**src/rtl/disp_arbiter_if.sv**
```systemverilog
// Requester/display bus for disp_arbiter.
// The master drives requests and words; the slave returns the display word and grants.
interface disp_arbiter_if #(
    parameter int NREQ = 4
);
    logic [NREQ-1:0]    req;
    logic [16*NREQ-1:0] text_in;
    logic [15:0]        text;
    logic [NREQ-1:0]    grant;
    logic               hold_busy;

    modport master (
        output req, text_in,
        input  text, grant, hold_busy
    );

    modport slave (
        input  req, text_in,
        output text, grant, hold_busy
    );
endinterface

```
**src/rtl/disp_arbiter.sv**
```systemverilog
// Round-robin owner of the 7-seg display with a minimum hold window.
// Optional DISP_ARB_PRIO0_EN lets requester 0 preempt any other owner.
module disp_arbiter #(
    parameter int          NREQ      = 4,
    parameter int          HOLD_CYC  = 50_000_000,
    parameter int          HOLD_W    = 26,
    parameter logic [15:0] IDLE_TEXT = 16'h0000
) (
    input logic           clk,
    input logic           arst_n,
    disp_arbiter_if.slave bus
);
    localparam int IW = (NREQ > 1) ? $clog2(NREQ) : 1;

    typedef enum logic [1:0] {
        IDLE = 2'd0,
        HOLD = 2'd1,
        OPEN = 2'd2
    } state_t;

    state_t              state, state_d;
    logic [HOLD_W-1:0]   cnt, cnt_d;
    logic [IW-1:0]       ptr, ptr_d;
    logic [NREQ-1:0]     grant_q, grant_d;
    logic [15:0]         text_q, text_d;

    logic [NREQ-1:0]     cand;
    logic [IW-1:0]       win;
    logic                win_ok;
    logic                own_req;
    logic [15:0]         own_text;
    logic [15:0]         win_text;
    logic                hold_last;

    // ptr always equals the current owner, so masking the owner out
    // of the candidates is the only change needed between IDLE and OPEN.
    assign cand      = bus.req & ~grant_q;
    assign own_req   = |(bus.req & grant_q);
    assign own_text  = bus.text_in[int'(ptr)*16 +: 16];
    assign win_text  = bus.text_in[int'(win)*16 +: 16];
    assign hold_last = (cnt == HOLD_W'(HOLD_CYC - 1));

    always_comb begin
        win_ok = 1'b0;
        win    = ptr;
        for (int k = 1; k <= NREQ; k++) begin
            if (!win_ok && cand[(int'(ptr) + k) % NREQ]) begin
                win_ok = 1'b1;
                win    = IW'((int'(ptr) + k) % NREQ);
            end
        end
    end

    always_comb begin
        state_d = state;
        cnt_d   = cnt;
        ptr_d   = ptr;
        grant_d = grant_q;
        text_d  = text_q;
        unique case (state)
            IDLE: begin
                if (win_ok) begin
                    state_d      = HOLD;
                    cnt_d        = '0;
                    ptr_d        = win;
                    grant_d      = '0;
                    grant_d[win] = 1'b1;
                    text_d       = win_text;
                end
            end
            HOLD: begin
                if (own_req)
                    text_d = own_text;
                if (hold_last)
                    state_d = OPEN;
                else
                    cnt_d = cnt + 1'b1;
            end
            OPEN: begin
                if (win_ok) begin
                    state_d      = HOLD;
                    cnt_d        = '0;
                    ptr_d        = win;
                    grant_d      = '0;
                    grant_d[win] = 1'b1;
                    text_d       = win_text;
                end else if (own_req) begin
                    text_d = own_text;
                end else begin
                    state_d = IDLE;
                    grant_d = '0;
                    text_d  = IDLE_TEXT;
                end
            end
            default: begin
                state_d = IDLE;
                grant_d = '0;
                text_d  = IDLE_TEXT;
            end
        endcase
`ifdef DISP_ARB_PRIO0_EN
        // Urgent requester 0 overrides both the window and the rotation.
        if (state != IDLE && bus.req[0] && !grant_q[0]) begin
            state_d    = HOLD;
            cnt_d      = '0;
            ptr_d      = '0;
            grant_d    = '0;
            grant_d[0] = 1'b1;
            text_d     = bus.text_in[15:0];
        end
`endif
    end

    always_ff @(posedge clk or negedge arst_n) begin
        if (!arst_n) begin
            state   <= IDLE;
            cnt     <= '0;
            ptr     <= IW'(NREQ - 1);
            grant_q <= '0;
            text_q  <= IDLE_TEXT;
        end else begin
            state   <= state_d;
            cnt     <= cnt_d;
            ptr     <= ptr_d;
            grant_q <= grant_d;
            text_q  <= text_d;
        end
    end

    assign bus.grant     = grant_q;
    assign bus.text      = text_q;
    assign bus.hold_busy = (state == HOLD);
endmodule

```
**src/flat_wrapper.sv**
```systemverilog
// flat-port wrapper written by rule: the top's interface ports become plain ports
module disp_arbiter_flat 
#(
    parameter int          NREQ      = 4,
    parameter int          HOLD_CYC  = 50_000_000,
    parameter int          HOLD_W    = 26,
    parameter logic [15:0] IDLE_TEXT = 16'h0000
)
  (clk, arst_n, bus_req, bus_text_in, bus_text, bus_grant, bus_hold_busy);
  disp_arbiter_if #(.NREQ(NREQ)) bus_i ();
  input logic clk;
  input logic arst_n;
  input wire logic [$bits(bus_i.req)-1:0] bus_req;
  input wire logic [$bits(bus_i.text_in)-1:0] bus_text_in;
  output wire logic [$bits(bus_i.text)-1:0] bus_text;
  output wire logic [$bits(bus_i.grant)-1:0] bus_grant;
  output wire logic [$bits(bus_i.hold_busy)-1:0] bus_hold_busy;
  assign bus_i.req = bus_req;
  assign bus_i.text_in = bus_text_in;
  assign bus_text = bus_i.text;
  assign bus_grant = bus_i.grant;
  assign bus_hold_busy = bus_i.hold_busy;
  disp_arbiter #(.NREQ(NREQ), .HOLD_CYC(HOLD_CYC), .HOLD_W(HOLD_W), .IDLE_TEXT(IDLE_TEXT)) u_core (.clk(clk), .arst_n(arst_n), .bus(bus_i));
endmodule
```
**config.mk**
```make
export PLATFORM = sky130hd
export DESIGN_NAME = disp_arbiter_flat
export DESIGN_NICKNAME = d
export VERILOG_FILES = /design/src/rtl/disp_arbiter_if.sv /design/src/rtl/disp_arbiter.sv /design/src/flat_wrapper.sv
export SDC_FILE = /design/constraint.sdc
export NUM_CORES = 1
export LEC_CHECK = 0
export ABC_CLOCK_PERIOD_IN_PS = 2700
export BUFFER_PORTS_ARGS = -buffer_cell sky130_fd_sc_hd__buf_2
export CAP_MARGIN = 20
export CORE_MARGIN = 8
export CORE_UTILIZATION = 26
export CTS_CLUSTER_SIZE = 16
export DETAILED_ROUTE_END_ITERATION = 10
export SLEW_MARGIN = 25
export SYNTH_ARGS = -nofsm -noshare
export SYNTH_HDL_FRONTEND = slang
export SYNTH_SLANG_ARGS = --single-unit
```
**constraint.sdc**
```tcl
create_clock -name clk -period 2.7 [get_ports clk]
set_input_delay 0 -clock clk [delete_from_list [all_inputs] [get_ports clk]]
set_output_delay 0 -clock clk [all_outputs]
set_load 0.01 [all_outputs]
```
-- Word level (Yosys, flattened, before mapping)
Index checks and enable logic that the tools add are counted.
- register bits: 50
- latch bits: 0
- bits in writable memories: 0
- bits in read-only memories: 0
- input bits: 70
- word-level logic and storage cells: 94
- memories: 0
- add/subtract/negate cells: 5
- $mul: 0
- div/mod/pow operators: 0
- magnitude comparators: 6
- equality and inequality tests: 9
- shift-type cells: 2
- multiplexer cells: 39
- bitwise gates (word level): 8
- reduce and logical (&&, ||, !) cells: 20
- operator list (kind ; number):
    variable part select 64 x 7 -> 16 bit ; 2
    2-to-1 mux 16 bit ; 4
    2-to-1 mux 26 bit ; 2
    one-hot mux 26 bit (2 select lines) ; 1
    one-hot mux 16 bit (3 select lines) ; 1
    adder 26 x 1 -> 26 bit, second input constant ; 1
    == test 26 bit, second input constant ; 1
    less-than comparator 3 x 4 -> 1 bit, second input constant ; 4
    2-to-1 mux 2 bit ; 8
    2-to-1 mux 1 bit ; 13
    2-to-1 mux 4 bit ; 3
    one-hot mux 4 bit (3 select lines) ; 1
    OR reduction 2 bit ; 5
    AND reduction 3 bit ; 3
    bitwise AND 4 bit ; 2
    binary-select mux 1 bit (select 2 bit) ; 4
    inequality test 2 x 1 -> 1 bit, second input constant ; 4
    one-hot mux 2 bit (3 select lines) ; 1
    adder 2 x 1 -> 2 bit, second input constant ; 2
    adder 2 bit, second input constant ; 2
    bitwise AND 1 bit, first input constant ; 4
    logical AND 1 bit ; 4
    inverter 4 bit ; 1
    AND reduction 2 bit ; 2
    12 further kinds ; 14

-- Longest topological paths before layout
Gate-level depths: netlist of run 1.
- depth in word-level cells: 22
- mapped depth: 10
- mapped depth without buffers: 7

-- Worst setup path after synthesis of run 1
Ideal clock, no wire load.
- path type: reg-to-reg
- start point: reg u_core.grant_q[1], in the netlist u_core.bus.grant[1]
- end point: reg u_core.text_q[0], in the netlist u_core.bus.text[0]
- library setup time: 0.118 ns
- arrival time: 1.937 ns
- path slack: 0.645 ns
- stages on the path, launching flop included: 8
- path through: dfrtp_1 nand2b_2 nor2_1 a21oi_1 o221ai_2 buf_2 mux4_2 a21o_1
- cells in the longest elaborated chain, start to end: 18
- elaborated cells between the ends (all ways): 38
- classes of those cells: eq/ne: 2; shift: 1; mux: 24; bitwise: 3; reduce/logical: 8
- RTL lines (item ; RTL line ; text):
    from (decl) ; disp_arbiter.sv:24 ; logic [NREQ-1:0] grant_q, grant_d;
    from (signal assigned) ; disp_arbiter.sv:125 ; grant_q <= grant_d;
    inverter 4 bit ; disp_arbiter.sv:37 ; assign cand = bus.req & ~grant_q;
    bitwise AND 4 bit ; disp_arbiter.sv:37 ;
    binary-select mux 1 bit (select 2 bit) ; disp_arbiter.sv:47 ; if (!win_ok && cand[(int'(ptr) + k) % NREQ]) begin
    2-to-1 mux 1 bit (implied by the code) (2 in series) ; disp_arbiter.sv:47 ;
    2-to-1 mux 1 bit ; disp_arbiter.sv:47 ;
    logical NOT 1 bit ; disp_arbiter.sv:47 ;
    logical AND 1 bit ; disp_arbiter.sv:47 ;
    2-to-1 mux 1 bit ; disp_arbiter.sv:47 ;
    logical NOT 1 bit ; disp_arbiter.sv:47 ;
    logical AND 1 bit ; disp_arbiter.sv:47 ;
    2-to-1 mux 1 bit ; disp_arbiter.sv:47 ;
    logical NOT 1 bit ; disp_arbiter.sv:47 ;
    logical AND 1 bit ; disp_arbiter.sv:47 ;
    2-to-1 mux 2 bit ; disp_arbiter.sv:47 ;
    variable part select 64 x 7 -> 16 bit ; disp_arbiter.sv:40 ; assign win_text = bus.text_in[int'(win)*16 +: 16];
    2-to-1 mux 16 bit (on tied branches) ; disp_arbiter.sv:80, disp_arbiter.sv:62 ;
    one-hot mux 16 bit (3 select lines) ; disp_arbiter.sv:60 ; unique case (state)
    to (signal assigned) ; disp_arbiter.sv:126 ; text_q <= text_d;
    to (decl) ; disp_arbiter.sv:25 ; logic [15:0] text_q, text_d;
Parallel ways exist; a longest one is shown, timed or not. The select of a mux whose other input is x is not followed.
A chain may end at the register's enable or synchronous reset.

-- Final worst setup path of run 1
- start point: reg u_core.cnt[18]
- end point: reg u_core.cnt[5]
- cells in the longest elaborated chain, start to end: 3
- RTL lines (item ; RTL line ; text):
    from (decl) ; disp_arbiter.sv:22 ; logic [HOLD_W-1:0] cnt, cnt_d;
    from (signal assigned) ; disp_arbiter.sv:123 ; cnt <= cnt_d;
    == test 26 bit ; disp_arbiter.sv:41 ; assign hold_last = (cnt == HOLD_W'(HOLD_CYC - 1));
    inequality test 2 bit (no line) ; n/a ;
    AND reduction 3 bit (no line) ; n/a ;
No other way between the ends.

==> impl_metrics.json, run 1 <==
{
  "maxCapViolCount": 0,
  "die_w_um": 136,
  "critical_path_depth": 6,
  "slew_viol_final": 0,
  "coreArea_sq_um": 14400,
  "finalHoldViolCount": 0,
  "crit_path_start_kind": "register",
  "pwr-share-clk_pct": 15.4,
  "synth_seq_area_share_pct": 33.2,
  "worstHoldPathType": "input port to register",
  "first_pass_iters": 4,
  "post-route-period-util_pct": 81.8,
  "first_iter_violations": 205,
  "cts_setup_buffers": 0,
  "synth_top_family_by_area": "multiplexers",
  "place_congestion": 0.822,
  "synthAdderAreaFrac_pct": 0.332,
  "grt_pass1_wl_um": 18300,
  "endpoint": "u_core.cnt[5]",
  "vias_per_cell": 5.21,
  "grt_max_degree": 34,
  "synthSimpleGateAreaFrac_pct": 21.6,
  "cp_top_family": "simple AND/OR/NAND/NOR gates",
  "clkLatencyLatePin_ns": 0.29,
  "setup_viol": 0,
  "max_stage_delay_ns": 0.47,
  "syn_inst": 380,
  "status": "finished, final reports clean",
  "grt.overflow.total": 0,
  "synthXorXnorAreaFrac_pct": 3.25,
  "dieArea_sq_um": 18600,
  "cp_slowest_cell": "and4_1",
  "synth.area.top_cells": "dfrtp_1 (32%), mux4_2 (19%), nand2_1 (9.6%)",
  "drc_errors": 0,
  "fin_crit_ns": 2.21,
  "relSlewSlack_pct": 46.3,
  "cts_resized": 0,
  "finalNonFillerCells": 654,
  "ys_ff_latch": 50,
  "antenna_found_initial": 0,
  "synth_enable_flop_cells": 0,
  "dp_hpwl_um": 8630,
  "vias": 3405,
  "crit_type": "register to register",
  "cts_root_buf": "clkbuf_16",
  "rows": 44,
  "syn_nets": 451,
  "ys_warn_count": 0,
  "ys.flop_type": "dfrtp_1",
  "path_clk_slew_ns": 0.07,
  "fillers": 1456,
  "power_switching_mw": 1.82,
  "synth-async-reset-ratio_pct": 100,
  "clock_sinks": 50,
  "holdBufCountCts": 1,
  "seq_power_share_pct": 26.3,
  "drtAntennaViolNets": 0,
  "drive_gt1_share_pct": 34.0,
  "ctsHtreeMaxLevel": 2,
  "crit_buf_inv": 0,
  "tritoncts": "yes",
  "critPathLaunch": "u_core.cnt[18]",
  "cp-end-kind": "register",
  "netlist_area_sq_um": 3770,
  "r2r_end": "u_core.cnt[5]",
  "path_max_fanout": 11,
  "synth.avg_cell_area_sq_um": 9.93,
  "muxShareOfSynthArea_pct": 25.5,
  "totalWireLength_um": 11400,
  "boundaryPins": 91,
  "die_h_um": 136,
  "p_int_mw": 2.78,
  "grt.total_usage_pct": 12.3,
  "clock.fmax_mhz": 453,
  "finClkSkew_ns": 0.00638,
  "antennaDiodeCount": 0,
  "layout.nets": 540,
  "worstMarginPinSlew_ns": 0.805,
  "p_comb_share_pct": 58.2,
  "ff2ff_path_depth": 6,
  "initial_core_util_pct": 26.3,
  "numCtsBuffers": 5,
  "r2r_setup_slack_ns": 0.49,
  "fin_tns_setup_ns": 0,
  "reg2reg_from": "u_core.cnt[18]",
  "crit_chain": "nor4bb_1 -> and4b_1 -> and4_1 -> nor2_1 -> nand4_1 -> mux2i_1",
  "irDropWorstVdd_mv": 0.422,
  "grt_pass1_vias": 3596,
  "cp.required_ns": 2.90,
  "synth_cell_type_count": 53,
  "cts.path.max_buffers": 2,
  "power.density_nw_per_um2": 994,
  "yosys.area.top_type": "dfrtp_1",
  "swShare_pct": 39.5,
  "area_growth_syn_to_layout_pct": 22.7,
  "synth_compound_area_share_pct": 11.9,
  "worstPathArrival_ns": 2.41,
  "port_buffers": 90,
  "synth_top_cell_area_share_pct": 31.8,
  "wl_per_cell_um": 17.4,
  "rsz0062_at_grt": "no",
  "place_inst": 645,
  "p_leak_nw": 2.08
}
-- power by group through the flow --
stage	Combinational (mW)	Sequential, mW	Clock, mW
floorplan	1.91	1.23	0
detailed placement	2.70	1.22	0
global route	2.94	1.24	0.760
CTS	2.72	1.21	0.732
finish	2.68	1.21	0.709
global placement	2.63	1.20	0
-- stage by stage --
stage / setup slack, ns / total power [mW] / area (sq um) / hold WS (ns) / util, %
after floorplan: 0.645 / 3.14 / 3770 / -0.296 / -
after global placement: 0.542 / 3.83 / 4450 / -0.0349 / 31.0
after detailed placement: 0.504 / 3.92 / 4450 / -0.0338 / 31.0
after CTS: 0.493 / 4.66 / 4630 / 0.149 / 32.2
after global routing: 0.317 / 4.94 / 4630 / 0.156 / 32.2
final: 0.492 / 4.60 / 4630 / 0.150 / 32.2
-- metal layers --
metal  GRT usage [%]  wire (um)  vias up
li1                -          -     1591
met1            15.8       4670     1682
met2            20.6       5680      122
met3            2.29        894       10
met4            3.60        143        0
met5               0          0        -
-- flip-flops by register name, summed over array words and instances, names as in the netlist --
register / flops
u_core.bus.grant: 4
u_core.ptr: 2
u_core.cnt: 26
u_core.bus.text: 16
u_core.state: 2
-- cell type report --
cell class                      count  area, sq um  share of cell area [%]
Sequential cell                    50         1250                    27.1
Multi-Input combinational cell    301         2380                    51.5
Inverter                            4         15.0                   0.324
Clock inverter                      1         30.0                   0.649
Timing Repair Buffer              107          581                    12.5
Tap cell                          184          230                    4.98
Clock buffer                        7          133                    2.87
-- worst register-to-register path, delay by kind of cell (launching register included) --
family | cells | cell delay, ns
simple gates | 5 | 1.50
flops | 1 | 0.43
mux | 1 | 0.21
-- synth_stat cells (2+ instances only) --
| library cell | instances |
|---|---|
| mux2_2 | 2 |
| a21oi_1 | 9 |
| clkbuf_1 | 8 |
| xnor2_1 | 14 |
| dfstp_2 | 2 |
| and4_4 | 2 |
| mux4_2 | 32 |
| buf_6 | 3 |
| nand2_1 | 96 |
| nand4_1 | 6 |
| dfrtp_1 | 48 |
| a22oi_1 | 2 |
| nor2_1 | 23 |
| buf_4 | 3 |
| o31ai_1 | 2 |
| buf_2 | 10 |
| o221ai_1 | 15 |
| and4_1 | 2 |
| nand2b_1 | 3 |
| inv_1 | 4 |
| or4_1 | 2 |
| nor4b_1 | 2 |
| o21ai_0 | 4 |
| nor2b_1 | 2 |
| and3_1 | 4 |
| nand3_1 | 5 |
| nor3_1 | 11 |
| a21o_1 | 18 |
| mux2i_1 | 22 |
-- how the worst min path moves through the flow --
| stage | to | from | cells after the start |
|---|---|---|---|
| 2_1_floorplan | u_core.bus.grant[0] | arst_n | 0 |
| 3_3_place_gp | u_core.cnt[14] | arst_n | 1 |
| 3_5_place_dp | u_core.cnt[14] | arst_n | 1 |
| 4_1_cts | u_core.bus.text[1] | bus_text_in[33] | 3 |
| 5_1_grt | u_core.bus.text[9] | bus_text_in[41] | 3 |
| 6_report | u_core.bus.text[13] | bus_text_in[13] | 3 |
-- layout by cell type, fill, tap and decap left out, drive strengths merged, types with 2 or more instances in the layout --
cell type and n:
buf 106, nand2 97, dfrtp 48, mux4 32, nor2 23, mux2i 22, a21o 18, o221ai 16
xnor2 14, nor3 12, a21oi 9, clkbuf 7, nand4 6, nand3 5, inv 4, and3 4
o21ai 4, nand2b 4, and4 4, nor2b 3, a22oi 2, nor4b 2, o31ai 2, or4 2
mux2 2, dfstp 2, nand4b 2, nor3b 2, a2111oi 2
-- cell families (layout without fill, tap and decap cells) --
family | after synthesis | in the layout
compound gates | 59 | 59
xor+xnor | 14 | 14
fa+ha+maj | 1 | 1
buf+inv | 29 | 119
flops | 50 | 50
mux | 56 | 56
simple gates | 171 | 171
(Power assumes the default switching activity.)
==> run 2: changes to the inputs <==
--- a/config.mk
+++ b/config.mk
@@ -5,7 +5,8 @@
 export SDC_FILE = /design/constraint.sdc
 export NUM_CORES = 1
 export LEC_CHECK = 0
-export ABC_CLOCK_PERIOD_IN_PS = 2700
+export ABC_AREA = 1
+export ABC_CLOCK_PERIOD_IN_PS = 2000
 export BUFFER_PORTS_ARGS = -buffer_cell sky130_fd_sc_hd__buf_2
 export CAP_MARGIN = 20
 export CORE_MARGIN = 8
==> constraint.sdc (replaced) <==
create_clock -name clk -period 2 [get_ports clk]
set_input_delay 0 -clock clk [delete_from_list [all_inputs] [get_ports clk]]
set_output_delay 0 -clock clk [all_outputs]
set_load 0.01 [all_outputs]
==> run 2 against run 1 <==
Effect of this change: critical endpoint is now u_core.bus.text[4]; global-route usage grew 3.2 points; clock skew rose by 0.0016 ns; worst hold slack better by 0.11 ns; critical path depth grew 14; via count rose by 70%; combinational power grew to 4.0 times the previous value; core utilization is 7.8 points higher; die area rose by 23%; the flow now finishes with violations (negative setup slack); largest power group unchanged.
==> impl_metrics.json, run 2 <==
{
  "layout.nets": 1012,
  "antenna_found_initial": 0,
  "vias": 5773,
  "cp_common_cell": "nand2_1",
  "dieArea_sq_um": 23000,
  "crit_type": "register to register",
  "maxCapViolCount": 0,
  "finClkSkew_ns": 0.00796,
  "syn_inst": 775,
  "netlist_area_sq_um": 4780,
  "fin_ws_ns": -0.302,
  "cp-end-kind": "register",
  "reg2reg_from": "u_core.ptr[0]",
  "grt.overflow.total": 0,
  "cts_root_buf": "clkbuf_16",
  "place_congestion": 0.960,
  "ys_ff_latch": 50,
  "port_buffers": 90,
  "status": "finished, violations left",
  "first_pass_iters": 5,
  "r2r_setup_slack_ns": -0.30,
  "clock.fmax_mhz": 434,
  "totalWireLength_um": 18800,
  "post-route-period-util_pct": 115,
  "syn_nets": 846,
  "violations": "negative setup slack",
  "relSlewSlack_pct": 59.4,
  "vias_per_cell": 4.93,
  "clock_sinks": 50,
  "cp_slowest_cell": "dfstp_2",
  "crit_buf_inv": 4,
  "path_clk_slew_ns": 0.07,
  "drive_gt1_share_pct": 36.1,
  "layout_commonest_cell": "nand2_1",
  "synth_enable_flop_cells": 0,
  "slew_viol_final": 0,
  "synth.avg_cell_area_sq_um": 6.17,
  "p_leak_nw": 3.88,
  "finalHoldViolCount": 0,
  "cp_top_family": "simple AND/OR/NAND/NOR gates",
  "synth.area.top_cells": "dfrtp_1 (25%), nand2_1 (24%), nand3_1 (8.9%)",
  "dp_hpwl_um": 12400,
  "area_growth_syn_to_layout_pct": 50.7,
  "dpl-instance-area_sq_um": 5850,
  "synth-async-reset-ratio_pct": 100,
  "finalInstanceArea_sq_um": 7210,
  "grt_pass1_vias": 5903,
  "pre_cts_ws_ns": -0.259,
  "grt_max_degree": 26,
  "wl_per_cell_um": 16.0,
  "die_h_um": 152,
  "synth_top_cell_area_share_pct": 25.1,
  "r2r_end": "u_core.bus.text[4]",
  "setup_viol": 50,
  "grt_pass1_wl_um": 28600,
  "synth_common_cells": "nand2_1 (304), inv_1 (111), nand3_1 (85)",
  "antennaDiodeCount": 0,
  "power.density_nw_per_um2": 1820,
  "crit_chain": "buf_12 -> inv_12 -> nand3_4 -> nand2_2 -> nand2_2 -> nand2_4 -> nand2_4 -> buf_6 -> nand3_4 -> nand2_8 -> clkbuf_16 -> nand2_1 -> nand2_1 -> nand2_1 -> nand2_1 -> nand2_1 -> nand2_1 -> nand2_1 -> nand2_1 -> nand2_1",
  "path_max_fanout": 8,
  "worstMarginPinSlew_ns": 0.609,
  "cts.path.max_buffers": 2,
  "tritoncts": "yes",
  "irDropWorstVdd_mv": 0.867,
  "cp.required_ns": 2.19,
  "grt.total_usage_pct": 15.5,
  "ys_warn_count": 0,
  "ctsHtreeMaxLevel": 2,
  "synth_cell_type_count": 43,
  "worstHoldPathType": "input port to async pin",
  "first_iter_violations": 306,
  "layout_common_cells": "nand2_1 (261), inv_1 (110), buf_2 (90), nand3_1 (64), buf_4 (57)",
  "numCtsBuffers": 5,
  "crit_path_start_kind": "register",
  "ys.flop_type": "dfrtp_1",
  "boundaryPins": 91,
  "drtAntennaViolNets": 0,
  "rsz0062_at_grt": "yes",
  "max_stage_delay_ns": 0.54,
  "ff2ff_path_depth": 20,
  "yosys.area.top_type": "dfrtp_1",
  "rows": 49,
  "die_w_um": 152,
  "fin_crit_ns": 2.30,
  "clkLatencyLatePin_ns": 0.29,
  "yosysMostFrequentCell": "nand2_1",
  "largest_register": "u_core.cnt",
  "fillers": 1865,
  "initial_core_util_pct": 26.5,
  "synth_seq_area_share_pct": 26.2,
  "largest_reg_flops": 26,
  "worstPathArrival_ns": 2.49,
  "coreArea_sq_um": 18000,
  "drc_errors": 0
}
==> run 2: metal layers <==
layer,vias to the layer above,share of wire (%),GRT usage [%]
li1,2822,-,-
met4,0,2.6,5.14
met1,2715,42,19.3
met5,-,0,0
met2,199,49,26.6
met3,37,6.5,2.55
==> run 2: area by class of cell <==
type                            count  area (sq um)  area share [%]
Clock buffer                        6           129            1.79
Inverter                          117           474            6.58
Timing Repair Buffer              189          1590            22.0
Multi-Input combinational cell    578          3460            48.0
Sequential cell                    50          1250            17.4
Clock inverter                      2          15.0           0.208
Tap cell                          229           287            3.98
==> run 2: repair_timing <==
item                                    CTS  global route
gates resized for setup                  95            81
endpoints found under the hold margin    23             0
endpoints found under the setup margin   47            50
pin swaps                                22            49
setup buffers                            18            11
hold buffers                              1             0
cloned                                    5             7
==> run 2: metrics by stage <==
step | cells | power [mW] | util (%) | TNS, ns | hold WS [ns]
floorplan | 775 | 6.90 | - | -1.31 | -0.296
global placement | 1124 | 9.20 | 32.5 | -3.90 | 0.0452
detailed placement | 1124 | 9.25 | 32.5 | -7.34 | 0.0503
CTS | 1155 | 11.8 | 37.0 | -6.95 | 0.267
global route | 1171 | 14.1 | 40.0 | -16.05 | 0.312
finish | 1171 | 13.1 | 40.0 | -10.18 | 0.264
==> run 2: worst max-delay path by stage <==
stage	startpoint	endpoint	slack (ns)	cells past startpoint
6_report	u_core.ptr[0]	u_core.bus.text[4]	-0.30	20
5_1_grt	u_core.ptr[0]	u_core.bus.text[1]	-0.46	20
4_1_cts	u_core.ptr[0]	u_core.bus.text[0]	-0.20	20
3_5_place_dp	u_core.ptr[0]	u_core.bus.text[0]	-0.26	18
3_3_place_gp	u_core.ptr[0]	u_core.bus.text[0]	-0.18	18
2_1_floorplan	u_core.ptr[0]	u_core.bus.text[11]	-0.10	17
==> run 2: worst register-to-register path, delay by kind of cell, from the launching register on <==
family	cells	cell delay (ns)
buffers and inverters	4	0.48
flip-flops	1	0.54
AND/OR/NAND/NOR	16	1.18
==> run 2: cells by family after synthesis <==
| kind of cell | after synthesis | synth area share (%) |
|---|---|---|
| buffers and inverters | 149 | 14.5 |
| adders and majority gates | 1 | 0.262 |
| and+or+nand+nor | 487 | 46.0 |
| DFF | 50 | 26.2 |
| xor gates and xnor gates | 10 | 1.83 |
| AOI/OAI and AO/OA | 78 | 11.1 |
==> run 2: power by group <==
group	leakage [nW]	total, mW	switching, mW	internal [mW]
Combinational	3.18	10.6	6.12	4.44
Clock	0.0631	0.845	0.381	0.465
Sequential	0.635	1.68	0.316	1.37
